File: src/rtl/auv_pkg.sv
// Shared types and constants for the AUV fetch/bootrom path.
package auv_pkg;

  typedef enum logic [2:0] {
    IDLE,
    BEAT_LO,
    BEAT_HI,
    FINISH,
    ERR,
    GAP
  } rom_ctrl_state_e;

  // Fetch unit injects this on a squashed slot.
  localparam logic [31:0] INST_NOP = 32'h0000_0013;

  localparam int unsigned ROM_BEAT_W = 16;
  localparam int unsigned ROM_WORD_W = 32;
  localparam int unsigned GAP_CNT_W  = 4;

endpackage

File: src/rtl/auv_rr_arb2.sv
// Two-requester round-robin arbiter; the master not granted last wins a tie.
module auv_rr_arb2 (
  input  logic       clk,
  input  logic       rst_n,
  input  logic [1:0] req,
  input  logic       advance,
  output logic [1:0] gnt
);

  // High when requester 1 holds the most recent grant.
  logic last_q;

  always_comb begin
    gnt = 2'b00;
    case (req)
      2'b01:   gnt = 2'b01;
      2'b10:   gnt = 2'b10;
      2'b11:   gnt = last_q ? 2'b01 : 2'b10;
      default: gnt = 2'b00;
    endcase
  end

  always_ff @(posedge clk or negedge rst_n) begin
    if (!rst_n) begin
      last_q <= 1'b1;
    end else if (advance && (req != 2'b00)) begin
      last_q <= gnt[1];
    end
  end

endmodule

File: src/rtl/auv_rom_port_ctrl.sv
// Shares the bootrom bridge between the LSU (M0) and debug port (M1): each 32-bit read
// becomes two 16-bit beats. Optional post-transaction fetch guard: AUV_ROM_FETCH_GUARD_EN.
module auv_rom_port_ctrl
  import auv_pkg::*;
#(
  parameter int unsigned ROM_AW       = 13,
  parameter int unsigned GUARD_CYCLES = 2
) (
  input  logic              clk,
  input  logic              rst_n,
  input  logic              m0_req,
  input  logic [ROM_AW-1:0] m0_adr,
  output logic [31:0]       m0_dat,
  output logic              m0_ack,
  output logic              m0_err,
  input  logic              m1_req,
  input  logic [ROM_AW-1:0] m1_adr,
  output logic [31:0]       m1_dat,
  output logic              m1_ack,
  output logic              m1_err,
  output logic [ROM_AW-1:0] rom_adr_o,
  output logic              rom_stb_o,
  output logic              rom_cyc_o,
  input  logic [15:0]       rom_dat_i,
  input  logic              rom_ack_i,
  output logic              busy
);

`ifdef AUV_ROM_FETCH_GUARD_EN
  localparam bit GUARD_EN = 1'b1;
`else
  localparam bit GUARD_EN = 1'b0;
`endif

  localparam logic [GAP_CNT_W-1:0] GAP_LOAD = GAP_CNT_W'(GUARD_CYCLES - 1);

  rom_ctrl_state_e         state_q, state_d;
  logic                    sel_q, sel_d;
  logic [ROM_AW-3:0]       word_q, word_d;
  logic [ROM_BEAT_W-1:0]   lo_q, lo_d;
  logic [GAP_CNT_W-1:0]    gap_cnt_q, gap_cnt_d;
  logic                    rom_stb_q, rom_stb_d;
  logic [ROM_AW-1:0]       rom_adr_q, rom_adr_d;
  logic                    busy_q;

  logic [1:0]              gnt;
  logic                    advance;
  logic [ROM_AW-1:0]       req_adr;
  logic                    done_ack;
  logic                    done_err;
  logic [ROM_WORD_W-1:0]   word_dat;

  auv_rr_arb2 u_arb (
    .clk     (clk),
    .rst_n   (rst_n),
    .req     ({m1_req, m0_req}),
    .advance (advance),
    .gnt     (gnt)
  );

  // Next-state, beat addressing and word assembly.
  always_comb begin
    state_d   = state_q;
    sel_d     = sel_q;
    word_d    = word_q;
    lo_d      = lo_q;
    gap_cnt_d = gap_cnt_q;
    rom_stb_d = 1'b0;
    rom_adr_d = rom_adr_q;
    advance   = 1'b0;
    req_adr   = gnt[1] ? m1_adr : m0_adr;

    case (state_q)
      IDLE: begin
        if (gnt != 2'b00) begin
          advance = 1'b1;
          sel_d   = gnt[1];
          word_d  = req_adr[ROM_AW-1:2];
          if (req_adr[1:0] != 2'b00) begin
            state_d = ERR;
          end else begin
            state_d   = BEAT_LO;
            rom_stb_d = 1'b1;
            rom_adr_d = {req_adr[ROM_AW-1:2], 2'b00};
          end
        end
      end
      BEAT_LO: begin
        state_d   = BEAT_HI;
        rom_stb_d = 1'b1;
        rom_adr_d = {word_q, 2'b10};
      end
      BEAT_HI: begin
        if (rom_ack_i) begin
          lo_d    = rom_dat_i;
          state_d = FINISH;
        end else begin
          state_d = ERR;
        end
      end
      FINISH, ERR: begin
        if (GUARD_EN) begin
          state_d   = GAP;
          gap_cnt_d = GAP_LOAD;
        end else begin
          state_d = IDLE;
        end
      end
      GAP: begin
        if (gap_cnt_q == '0) begin
          state_d = IDLE;
        end else begin
          gap_cnt_d = gap_cnt_q - 1'b1;
        end
      end
      default: state_d = IDLE;
    endcase
  end

  always_ff @(posedge clk or negedge rst_n) begin
    if (!rst_n) begin
      state_q   <= IDLE;
      sel_q     <= 1'b0;
      word_q    <= '0;
      lo_q      <= '0;
      gap_cnt_q <= '0;
      rom_stb_q <= 1'b0;
      rom_adr_q <= '0;
      busy_q    <= 1'b0;
    end else begin
      state_q   <= state_d;
      sel_q     <= sel_d;
      word_q    <= word_d;
      lo_q      <= lo_d;
      gap_cnt_q <= gap_cnt_d;
      rom_stb_q <= rom_stb_d;
      rom_adr_q <= rom_adr_d;
      busy_q    <= (state_d != IDLE);
    end
  end

  // Completion depends on the high-half ack arriving in FINISH, so the pulses are decoded
  // from the state register and the bridge ack in the same cycle.
  assign done_ack = (state_q == FINISH) && rom_ack_i;
  assign done_err = ((state_q == FINISH) && !rom_ack_i) || (state_q == ERR);
  assign word_dat = {rom_dat_i, lo_q};

  assign m0_ack = done_ack && !sel_q;
  assign m0_err = done_err && !sel_q;
  assign m0_dat = m0_ack ? word_dat : '0;
  assign m1_ack = done_ack && sel_q;
  assign m1_err = done_err && sel_q;
  assign m1_dat = m1_ack ? word_dat : '0;

  assign rom_stb_o = rom_stb_q;
  assign rom_cyc_o = rom_stb_q;
  assign rom_adr_o = rom_adr_q;
  assign busy      = busy_q;

endmodule
File: config.mk
export PLATFORM = sky130hd
export DESIGN_NAME = auv_rom_port_ctrl
export DESIGN_NICKNAME = d
export VERILOG_FILES = /design/src/rtl/auv_pkg.sv /design/src/rtl/auv_rr_arb2.sv /design/src/rtl/auv_rom_port_ctrl.sv
export SDC_FILE = /design/constraint.sdc
export NUM_CORES = 1
export LEC_CHECK = 0
export CAP_MARGIN = 25
export CORE_MARGIN = 1.5
export CORE_UTILIZATION = 57
export DETAILED_ROUTE_END_ITERATION = 10
export DONT_BUFFER_PORTS = 1
export PLACE_DENSITY_LB_ADDON = 0.3
export SLEW_MARGIN = 20
export SYNTH_ARGS = -nofsm -noshare
export SYNTH_HDL_FRONTEND = slang
export SYNTH_HIERARCHICAL = 1
export SYNTH_SLANG_ARGS = --single-unit
File: constraint.sdc
create_clock -name clk -period 1.8 [get_ports clk]
set_clock_uncertainty 0.1 [all_clocks]
set_input_delay 0.54 -clock clk [delete_from_list [all_inputs] [get_ports clk]]
set_output_delay 0.54 -clock clk [all_outputs]
set_load 0.005 [all_outputs]
Yosys cells after proc, flatten, opt, wreduce, memory -nomap -nowiden

Cells that the tools add are included.
Widths: inputs -> output; s select.

$add $sub $neg: 1
Equal/unequal tests: 10
Muxes and demuxes: 18
Bitwise operators: 1
Reductions and logical operators: 21

Operator list:

| cell                | count |
|---|---|
| $mux 32             | 2 |
| $mux 13             | 3 |
| $pmux 13 s2         | 1 |
| $mux 3              | 4 |
| $pmux 3 s4          | 1 |
| $reduce_bool 2->1   | 4 |
| $logic_and 1x1->1   | 7 |
| $eq 3x2->1 const B  | 2 |
| $eq 3x3->1 const B  | 2 |
| $pmux 2 s3          | 1 |
| $reduce_and 2->1    | 3 |
| $eq 2x2->1 const B  | 2 |
| $logic_not 4->1     | 1 |
| $mux 1              | 4 |
| $ne 2x2->1 const B  | 2 |
| $sub 4x1->4 const B | 1 |
| $eq 3x1->1 const B  | 1 |
| $logic_not 3->1     | 1 |
| $reduce_and 3->1    | 1 |
| $reduce_bool 3->1   | 1 |
| $eq 2x1->1 const B  | 1 |
| $logic_not 1->1     | 2 |
| $mux 2              | 1 |
| $pmux 1 s2          | 1 |
| other kinds (2)     | 2 |

Bits in registers: 51
Input bits: 47
Output and inout port bits: 84
Logic and storage cells: 60

Depth between registers and ports, before layout

Depth in word-level cells: 8
Gate-level depth with buffers: 7
Gate-level depth less buffers: 5

Cells and area by module

Netlist, hierarchy kept.

By module, submodules not included:

| module            | times used | cells an instance | area an instance (um^2) | seq. area each (um^2) |
|---|---|---|---|---|
| auv_rom_port_ctrl | 1          | 266               | 2786.4                  | 1226.2 |
| auv_rr_arb2       | 1          | 6                 | 56.3                    | 26.3 |

Worst setup path before layout

Ideal clock, no wire load.

Path kind: input to register
Start point: input m1_req
End point: register rom_adr_q[2] (netlist: rom_adr_o[2])
Setup time: 0.126 ns
Arrival: 1.723 ns
Data required time: 1.574 ns
Path slack: -0.149 ns
Cell stages on the path: 6
Path buffers: 2
Path through: a21boi_0 > buf_6 > nor3b_4 > o221ai_4 > buf_6 > a221o_1

Cells in the longest elaborated chain, start to end: 6
Elaborated cells on any way between the ends: 13
Classes of those cells: eq/ne: 5; mux: 5; reduce/logical: 3

Ends and longest elaborated chain:

| item                                            | RTL line                 | RTL |
|---|---|---|
| start, declared                                 | auv_rom_port_ctrl.sv:16  | `input logic m1_req,` |
| $eq 2x2->1 or $eq 2x1->1 (tied branches)        | auv_rr_arb2.sv:15        | `case (req)` |
| $pmux 2 s3 (*)                                  | auv_rr_arb2.sv:15        |  |
| $mux 13                                         | auv_rom_port_ctrl.sv:71  | `req_adr = gnt[1] ? m1_adr : m0_adr;` |
| $mux 13 or $reduce_bool 2->1 (tied branches)    | auv_rom_port_ctrl.sv:79  | `if (req_adr[1:0] != 2'b00) begin` |
| $mux 13 or $ne 2x2->1 (tied branches)           | n/a                      |  |
| $pmux 13 s2 or $reduce_and 3->1 (tied branches) | n/a                      |  |
| end signal, assigned                            | auv_rom_port_ctrl.sv:137 | `rom_adr_q <= rom_adr_d;` |
| end, declared                                   | auv_rom_port_ctrl.sv:43  | `logic [ROM_AW-1:0] rom_adr_q, rom_adr_d;` |

Every way passes the cells marked *; elsewhere a longest branch is shown, timed or not. The select of a mux whose other input is x is not followed.
A chain may end at the register's enable or synchronous reset.

Worst setup path in the final report

Start point: register state_q[2]
End point: output m0_dat[2]

Cells in the longest elaborated chain, start to end: 4

Ends and longest elaborated chain:

| item                   | RTL line                 | RTL |
|---|---|---|
| start, declared        | auv_rom_port_ctrl.sv:37  | `rom_ctrl_state_e state_q, state_d;` |
| start signal, assigned | auv_rom_port_ctrl.sv:131 | `state_q <= state_d;` |
| $eq 3x2->1             | auv_rom_port_ctrl.sv:144 | `assign done_ack = (state_q == FINISH) && rom_ack_i;` |
| $logic_and 1x1->1      | auv_rom_port_ctrl.sv:144 |  |
| $logic_and 1x1->1      | auv_rom_port_ctrl.sv:148 | `assign m0_ack = done_ack && !sel_q;` |
| $mux 32                | auv_rom_port_ctrl.sv:150 | `assign m0_dat = m0_ack ? word_dat : '0;` |
| end, declared          | auv_rom_port_ctrl.sv:13  | `output logic [31:0] m0_dat,` |

No other way between the ends.

==> flow_summary.toml <==
[run_status]
status = "complete, but fails checks"
violations = "hold timing, setup timing"

[final_layout]
design_area_um2 = 3400
antenna_cells = 0
area_growth_pct = 19.5
layout.nets = 334
drive_above_1_share = 0.321
final_common_cell = "and2_1"
final_cell_mix = "and2_1 (60), dfrtp_1 (48), nor2_1 (14)"
fin_util = 0.714

[worst_setup_path]
r2r-end = "rom_adr_o[8]"
crit_end = "m0_dat[2]"
r2r-start = "u_arb/last_q"
critPathRequiredTime_ns = 1.16
cp-startpoint = "state_q[2]"
cp.arrival_ns = 1.41
cp-start-kind = "register"
path_class = "register to output pin"
r2r_setup_slack_ns = -0.10
worstPathMaxFanout = 33
end_kind = "output pin"
r2r_cells = 7

[floorplanning]
rows = 25
die_h_um = 73.6
ioPinCount = 131
fp.coreArea_um2 = 4750
start_util = 0.598
die_area_um2 = 5420
die_x_um = 73.6

[power]
intPower_mw = 3.13
p_switching_mw = 1.69
p_total_mw = 4.82
netSwitchingFraction = 0.351
pwr-share-comb = 0.450
p_leak_nw = 1.46
peakVddDrop_v = 0.00109
seqPwrFrac = 0.418
powerDensity_nw_per_um2 = 1420
pwr-share-clk = 0.132

[clock_network]
cts.sinks = 50
clockBufferDepth = 2
tritoncts = "yes"
root_buffer = "clkbuf_8"
cts-buffers-inserted = 5
cts.clk_slew.worst_paths_ns = 0.08
htreeDepth = 2
worst_skew_pair.late_latency_ns = 0.30

[global_route]
antenna_found_initial = 0
globalRouteTotalUtil = 0.211
grt_pass1_vias = 1771
grt_overflow_total = 0
grt_first_pass_wirelength_mm = 8.50
grt_max_degree = 51

[drt]
drtIter0Drc = 77
avgViaCountPerCell = 5.88
drc_errors = 0
vias = 2080
firstDrtPassIters = 4
ant_nets = 0
wirelength_mm = 6.37
wl_per_cell_um = 18.0

[synthesis]
synth_top_area_cell = "dfrtp_1"
syn_nets = 320
synth.avg_cell_area_um2 = 10.5
synth_area_leaders = "dfrtp_1 (43%), and2_1 (14%), mux2_4 (4.2%)"
ys_ff_latch = 50
synth_cell_types = 39
syn_inst = 272
synth_top_area_share = 0.431
synth_edf_count = 0
yosys_warnings = 6
synth_ff_type = "dfrtp_1"
synth.cell_area_um2 = 2840
synth-async-reset-ratio = 1.00
seq_area_frac_synth = 0.441

[sta]
whs_ns = -0.175
period_share = 1.14
setup_viol = 79
hold_violations = 50
maxSlewViolCount = 0
fin_ws_ns = -0.248
fin_crit_ns = 2.05
grt_setup_unrepaired = "yes"
max_freq_ghz = 0.488
fin_setup_tns_ns = -16.56

[placed_design]
port_buffers = 0
hpwl_mm = 3.86
place_area_um2 = 2990
post-place-ws_ns = -0.269
place_congestion = 0.730

[hold_path]
hold_path_class = "input pin to asynchronous set/reset pin"

[flow_run]
max_cap_viol_count = 0
## worst max-delay path: stages, from the launching register on
cell and delay [ns]:
dfrtp_1 0.38, nand4b_1 0.22, nor2_2 0.16, buf_12 0.17, and2_1 0.16
## sequential cells by signal, indices dropped and copies added, names as in the netlist
name,count
busy,1
gap_cnt_q,4
lo_q,16
rom_adr_o,12
rom_cyc_o,1
sel_q,1
state_q,3
u_arb/last_q,1
word_q,11
## synth_stat cells, drive strengths merged (3+ instances only)
cell / number
a21oi: 12
a221o: 11
and2: 64
buf: 19
clkbuf: 4
dfrtp: 49
inv: 6
mux2: 18
mux2i: 11
nand2: 4
nor2: 22
nor2b: 11
nor3: 13
o21ai: 5
xnor2: 3
## metrics by stage
step	hold slack, ns	cells
finish	-0.175	354
global route	-0.201	354
CTS	-0.191	349
detailed placement	0.146	334
global placement	0.146	334
floorplan	0.144	272
## layout make-up
class | instances | area, µm²
Clock inverter | 2 | 13.8
Sequential cell | 50 | 1250
Clock buffer | 6 | 72.6
Multi-Input combinational cell | 195 | 1570
Inverter | 6 | 22.5
Fill cell | 336 | 1360
Tap cell | 67 | 83.8
Timing Repair Buffer | 28 | 383
## worst min-delay path by stage
stage / slack, ns / end / cells after the start
final: -0.17 / gap_cnt_q[1] / 0
after floorplan: 0.14 / busy / 0
after CTS: -0.19 / word_q[10] / 0
after global placement: 0.15 / gap_cnt_q[0] / 0
after global routing: -0.20 / lo_q[8] / 0
after detailed placement: 0.15 / gap_cnt_q[1] / 0
## metal layers
| metal | wire length [µm] | track usage |
|---|---|---|
| met5 | 0 | 0 |
| met1 | 2600 | 0.254 |
| met3 | 347 | 0.0398 |
| met4 | 97 | 0.101 |
| met2 | 3320 | 0.362 |
## logic make-up after synthesis
family / count (synthesis) / synth area share
AO/OA/AOI/OAI: 37 / 0.103
XOR/XNOR: 3 / 0.00924
adder cells (fa/ha/maj): 1 / 0.00440
buffers and inverters: 29 / 0.0656
flip-flops: 50 / 0.441
multiplexers: 29 / 0.121
other: 1 / 0.00132
AND/OR/NAND/NOR: 122 / 0.255
## power by group through the flow
stage                     registers (mW)  clock network (mW)  logic (mW)
final                               2.01               0.636        2.17
after floorplan                     1.89                   0        1.40
after CTS                           1.99               0.655        1.87
after global routing                2.07               0.707        2.31
after detailed placement            2.02                   0        1.67
after global placement              1.99                   0        1.62
## timing repair
item,4_1_cts,5_1_grt
setup endpoints to repair,81,95
pin swaps,10,5
buffers inserted,5,4
gates resized for setup,18,22
cloned,2,2
endpoints found under the hold margin,50,50
Note: power is estimated with default switching activity, not from simulation.
==> edit 1, RTL diff (same flow settings) <==
`word_q`, `lo_q` and `rom_adr_q` no longer have a reset.
--- a/src/rtl/auv_rom_port_ctrl.sv
+++ b/src/rtl/auv_rom_port_ctrl.sv
@@ -122,20 +122,20 @@
       state_q   <= IDLE;
       sel_q     <= 1'b0;
-      word_q    <= '0;
-      lo_q      <= '0;
       gap_cnt_q <= '0;
       rom_stb_q <= 1'b0;
-      rom_adr_q <= '0;
       busy_q    <= 1'b0;
     end else begin
       state_q   <= state_d;
       sel_q     <= sel_d;
-      word_q    <= word_d;
-      lo_q      <= lo_d;
       gap_cnt_q <= gap_cnt_d;
       rom_stb_q <= rom_stb_d;
-      rom_adr_q <= rom_adr_d;
       busy_q    <= (state_d != IDLE);
     end
+  end
+
+  always_ff @(posedge clk) begin
+    word_q    <= word_d;
+    lo_q      <= lo_d;
+    rom_adr_q <= rom_adr_d;
   end
 
Behaviour: not the same (a bounded check fails within 4 cycles, from zero or initial values and one cycle with rst_n low).
==> edit 1 against the unedited design <==
- die area is 10% lower
- critical path type unchanged
- sequential cell count stayed put
- the flow finishes with violations (negative setup slack)
- largest power group is now registers
- area after synthesis is 10% lower
- core utilization is 6.6 points higher
- sequential share of layout area is 6.1 points higher
- worst setup slack worse by 140 ps
- routed wire length is 8.6% lower
- sequential power is 10% lower
- total power is 10% lower
- final area is 0.66% lower
==> edit 1: results <==
group,metric,value,unit
run_status,outcome,"complete, but fails checks",
run_status,violations,"negative setup slack",
global_route,grt_max_degree,34,
setup_path,r2r_cells,6,
setup_path,cp_slowest_cell,"dfrtp_2",
logic_synthesis,seq_area_frac_synth,56.9,%
logic_synthesis,synthDistinctLibCells,43,
pwr,net-switching-power,0.00127,W
global_route,grt_first_pass_wirelength,8.19,mm
detailed_routing,drtIter0Drc,95,
global_route,gr-usage-all-layers,22.0,%
detailed_routing,viasPerCell,5.83,
place,place_area,2830,sq um
place,gp_congestion,0.767,
setup_path,timing.rr.end,"rom_adr_o[2]",
setup_path,crit_start,"state_q[1]",
logic_synthesis,synth_area_leaders,"edfxtp_1 (46%), and2_1 (16%), dfrtp_1 (9.8%)",
setup_path,r2r_setup_slack,-220,ps
pwr,ir_drop,0.888,mV
setup_path,endpoint,"m1_dat[23]",
global_route,grt_pass1_vias,1580,
logic_synthesis,synth-edff-count,39,
logic_synthesis,syn_nets,248,
layout,nFillCells,251,
timing,setup_slack,-383,ps
timing,setup_viol_count_final,92,
setup_path,critical_path_arrival,1540,ps
setup_path,cpPeakStageDelay,420,ps
hold_path,hold_class,"in2reg",
pwr,leakagePower,1.30,nW
layout,drive_gt1_share,52.1,%
logic_synthesis,synth_ff_type,"edfxtp_1",
logic_synthesis,ys_async_sr_fraction,22.0,%
detailed_routing,routed_wl,5.82,mm
layout,final_nets,283,
place,dp_hpwl,3.79,mm
[edit 1: cell types whose count changed after synthesis, sizes merged, moves of 4 or more]
cell and change:
a21oi -9, a221o -11, buf -11, dfrtp -39, edfxtp +39, mux2 +4, mux2i -11, nor2 -17
nor2b -9, nor3 -10
[edit 1: area by class of cell]
type	count	area, sq um	area share, %
inverter	7	26.3	0.779
timing repair buffer	40	482	14.3
multi-input combinational	131	1210	35.9
clock buffer	5	68.8	2.04
clock inverter	3	68.8	2.04
tap	52	65.1	1.93
sequential	50	1450	43.0
[edit 1: critical path: cells and delay by family (launching register included)]
kind | cells | cell delay [ps]
flip-flops | 1 | 420
AND/OR/NAND/NOR | 3 | 500
buffers and inverters | 2 | 310
[edit 1: logic make-up after synthesis]
kind of cell               count (synthesis)  synth area share [%]
AOI/OAI and AO/OA                         16                  5.51
xor gates and xnor gates                   2                 0.688
adders and majority gates                  1                 0.492
buffers and inverters                     19                  3.93
DFF                                       50                  56.9
muxes                                     22                  9.73
other                                      1                 0.147
and+or+nand+nor                           89                  22.6
[edit 1: how the worst min path moves through the flow]
stage                   end  slack (ps)  depth (start not counted)
2_1_floorplan          busy         140                          0
3_3_place_gp   gap_cnt_q[3]         140                          0
6_report       u_arb/last_q         190                          1
3_5_place_dp   gap_cnt_q[0]         140                          0
5_1_grt        u_arb/last_q         180                          1
4_1_cts        u_arb/last_q         180                          1
[edit 1: through the flow]
stage / setup TNS [ps] / utilization (%) / setup WS, ps / hold WS [ps] / instances
4_1_cts: -24130 / 72.0 / -336 / 182 / 272
3_3_place_gp: -5630 / 65.4 / -135 / 145 / 259
5_1_grt: -30300 / 78.0 / -438 / 178 / 288
2_1_floorplan: -8460 / - / -221 / 144 / 200
6_report: -25360 / 78.0 / -383 / 192 / 288
3_5_place_dp: -6860 / 65.4 / -161 / 145 / 259
[edit 1: timing repair]
action,in CTS,in global routing
setup buffers,4,15
endpoints found under the setup margin,94,105
pin swaps,2,23
hold buffers,1,0
cloned,1,3
endpoints found under the hold margin,11,0
resized for setup,24,39
[edit 1: power by group through the flow]
stage | clock (W) | combinational (W) | sequential (W)
6_report | 0.000933 | 0.00158 | 0.00181
2_1_floorplan | 0 | 0.000707 | 0.00176
5_1_grt | 0.00100 | 0.00166 | 0.00184
4_1_cts | 0.000948 | 0.00129 | 0.00181
3_3_place_gp | 0 | 0.00101 | 0.00181
3_5_place_dp | 0 | 0.00106 | 0.00182
[edit 1: metal layers]
layer | up-vias | GRT usage [%] | share of wire (%)
met2 | 93 | 41.3 | 56
li1 | 761 | - | -
met5 | - | 0 | 0
met4 | 0 | 4.70 | 1.8
met3 | 12 | 6.98 | 7.2
met1 | 812 | 24.1 | 35
==> edit 2, RTL diff (same settings) <==
Without the edit above. The parameter `ROM_AW` goes from 13 to 12.
--- a/src/rtl/auv_rom_port_ctrl.sv
+++ b/src/rtl/auv_rom_port_ctrl.sv
@@ -4,5 +4,5 @@
   import auv_pkg::*;
 #(
-  parameter int unsigned ROM_AW       = 13,
+  parameter int unsigned ROM_AW       = 12,
   parameter int unsigned GUARD_CYCLES = 2
 ) (
Interface: changed (resized m0_adr, m1_adr and rom_adr_o); port bits go from 131 to 128. No check against the original RTL was run, so the function may have changed too.
==> edit 2 against the unedited design <==
- the run ends with negative setup slack left
- sequential cell count decreased by 2
- first-iteration DRC count increased by 45%
- non-clock buffer count decreased by 7
- total power decreased by 12%
- routed wire length decreased by 14%
- worst setup slack improved by 5.5 ps
- final area decreased by 9.9%
- area after synthesis decreased by 3.7%
- critical path type unchanged
- largest cell class unchanged
==> edit 2: results <==
group,metric,value,unit
pwr,leakagePower,1.35,nW
layout,nFillCells,375,
setup_path,r2r_setup_slack,0,ps
place,place_area,2820,sq um
timing,setup_slack,-242,ps
place,dp_hpwl,3.73,mm
place,gp_congestion,0.831,
run_status,violations,"negative setup slack",
logic_synthesis,synth_common_cells,"and2_1 (64), dfrtp_1 (47), nor2_1 (21)",
layout,final_nets,316,
global_route,met3_usage,5.42,%
pwr,clock_power,0.000648,W
setup_path,endpoint,"m1_dat[20]",
timing,setup_viol_count_final,69,
global_route,grt_first_pass_wirelength,8.09,mm
logic_synthesis,synth_mux_area_share,11.3,%
logic_synthesis,yosys.area_share.adder,0.457,%
logic_synthesis,synth_compound_area_share,10.1,%
run_status,outcome,"complete, but fails checks",
global_route,met2_usage,34.1,%
clock_network,post-cts-setup-buffer-count,2,
layout,drive_gt1_share,20.7,%
pwr,sw_frac_of_total,33.9,%
hold_path,hold_class,"in2reg",
place,place_inst,310,
==> edit 2: cell count changes in the layout (fill, tap and decap cells not counted), moves of 2 or more <==
cell     change
and2_1       +3
and2_4       -3
buf_12       -4
buf_4        +2
buf_6        -5
mux2_1       +8
mux2_2       -9
nor2_1       +2
nor3_1       +9
nor3_2       -9
o21ai_0      -2
==> edit 2: cell type report <==
type	count	area [sq um]	area share, %
Sequential cell	48	1200	39.3
Inverter	6	22.5	0.736
Multi-Input combinational cell	188	1420	46.3
Tap cell	54	67.6	2.21
Timing Repair Buffer	21	259	8.47
Clock buffer	8	90.1	2.94
==> edit 2: stage by stage <==
stage	setup WS, ps	hold WS [ps]
floorplan	-29.5	144
global placement	-65.4	145
detailed placement	-106	145
CTS	-259	182
global route	-352	184
finish	-242	194
==> edit 2: cell families after synthesis <==
group | Yosys count
simple gates | 121
buf+inv | 28
fa+ha+maj | 1
mux | 26
flops | 48
compound gates | 36
other cells | 1
xor+xnor | 3
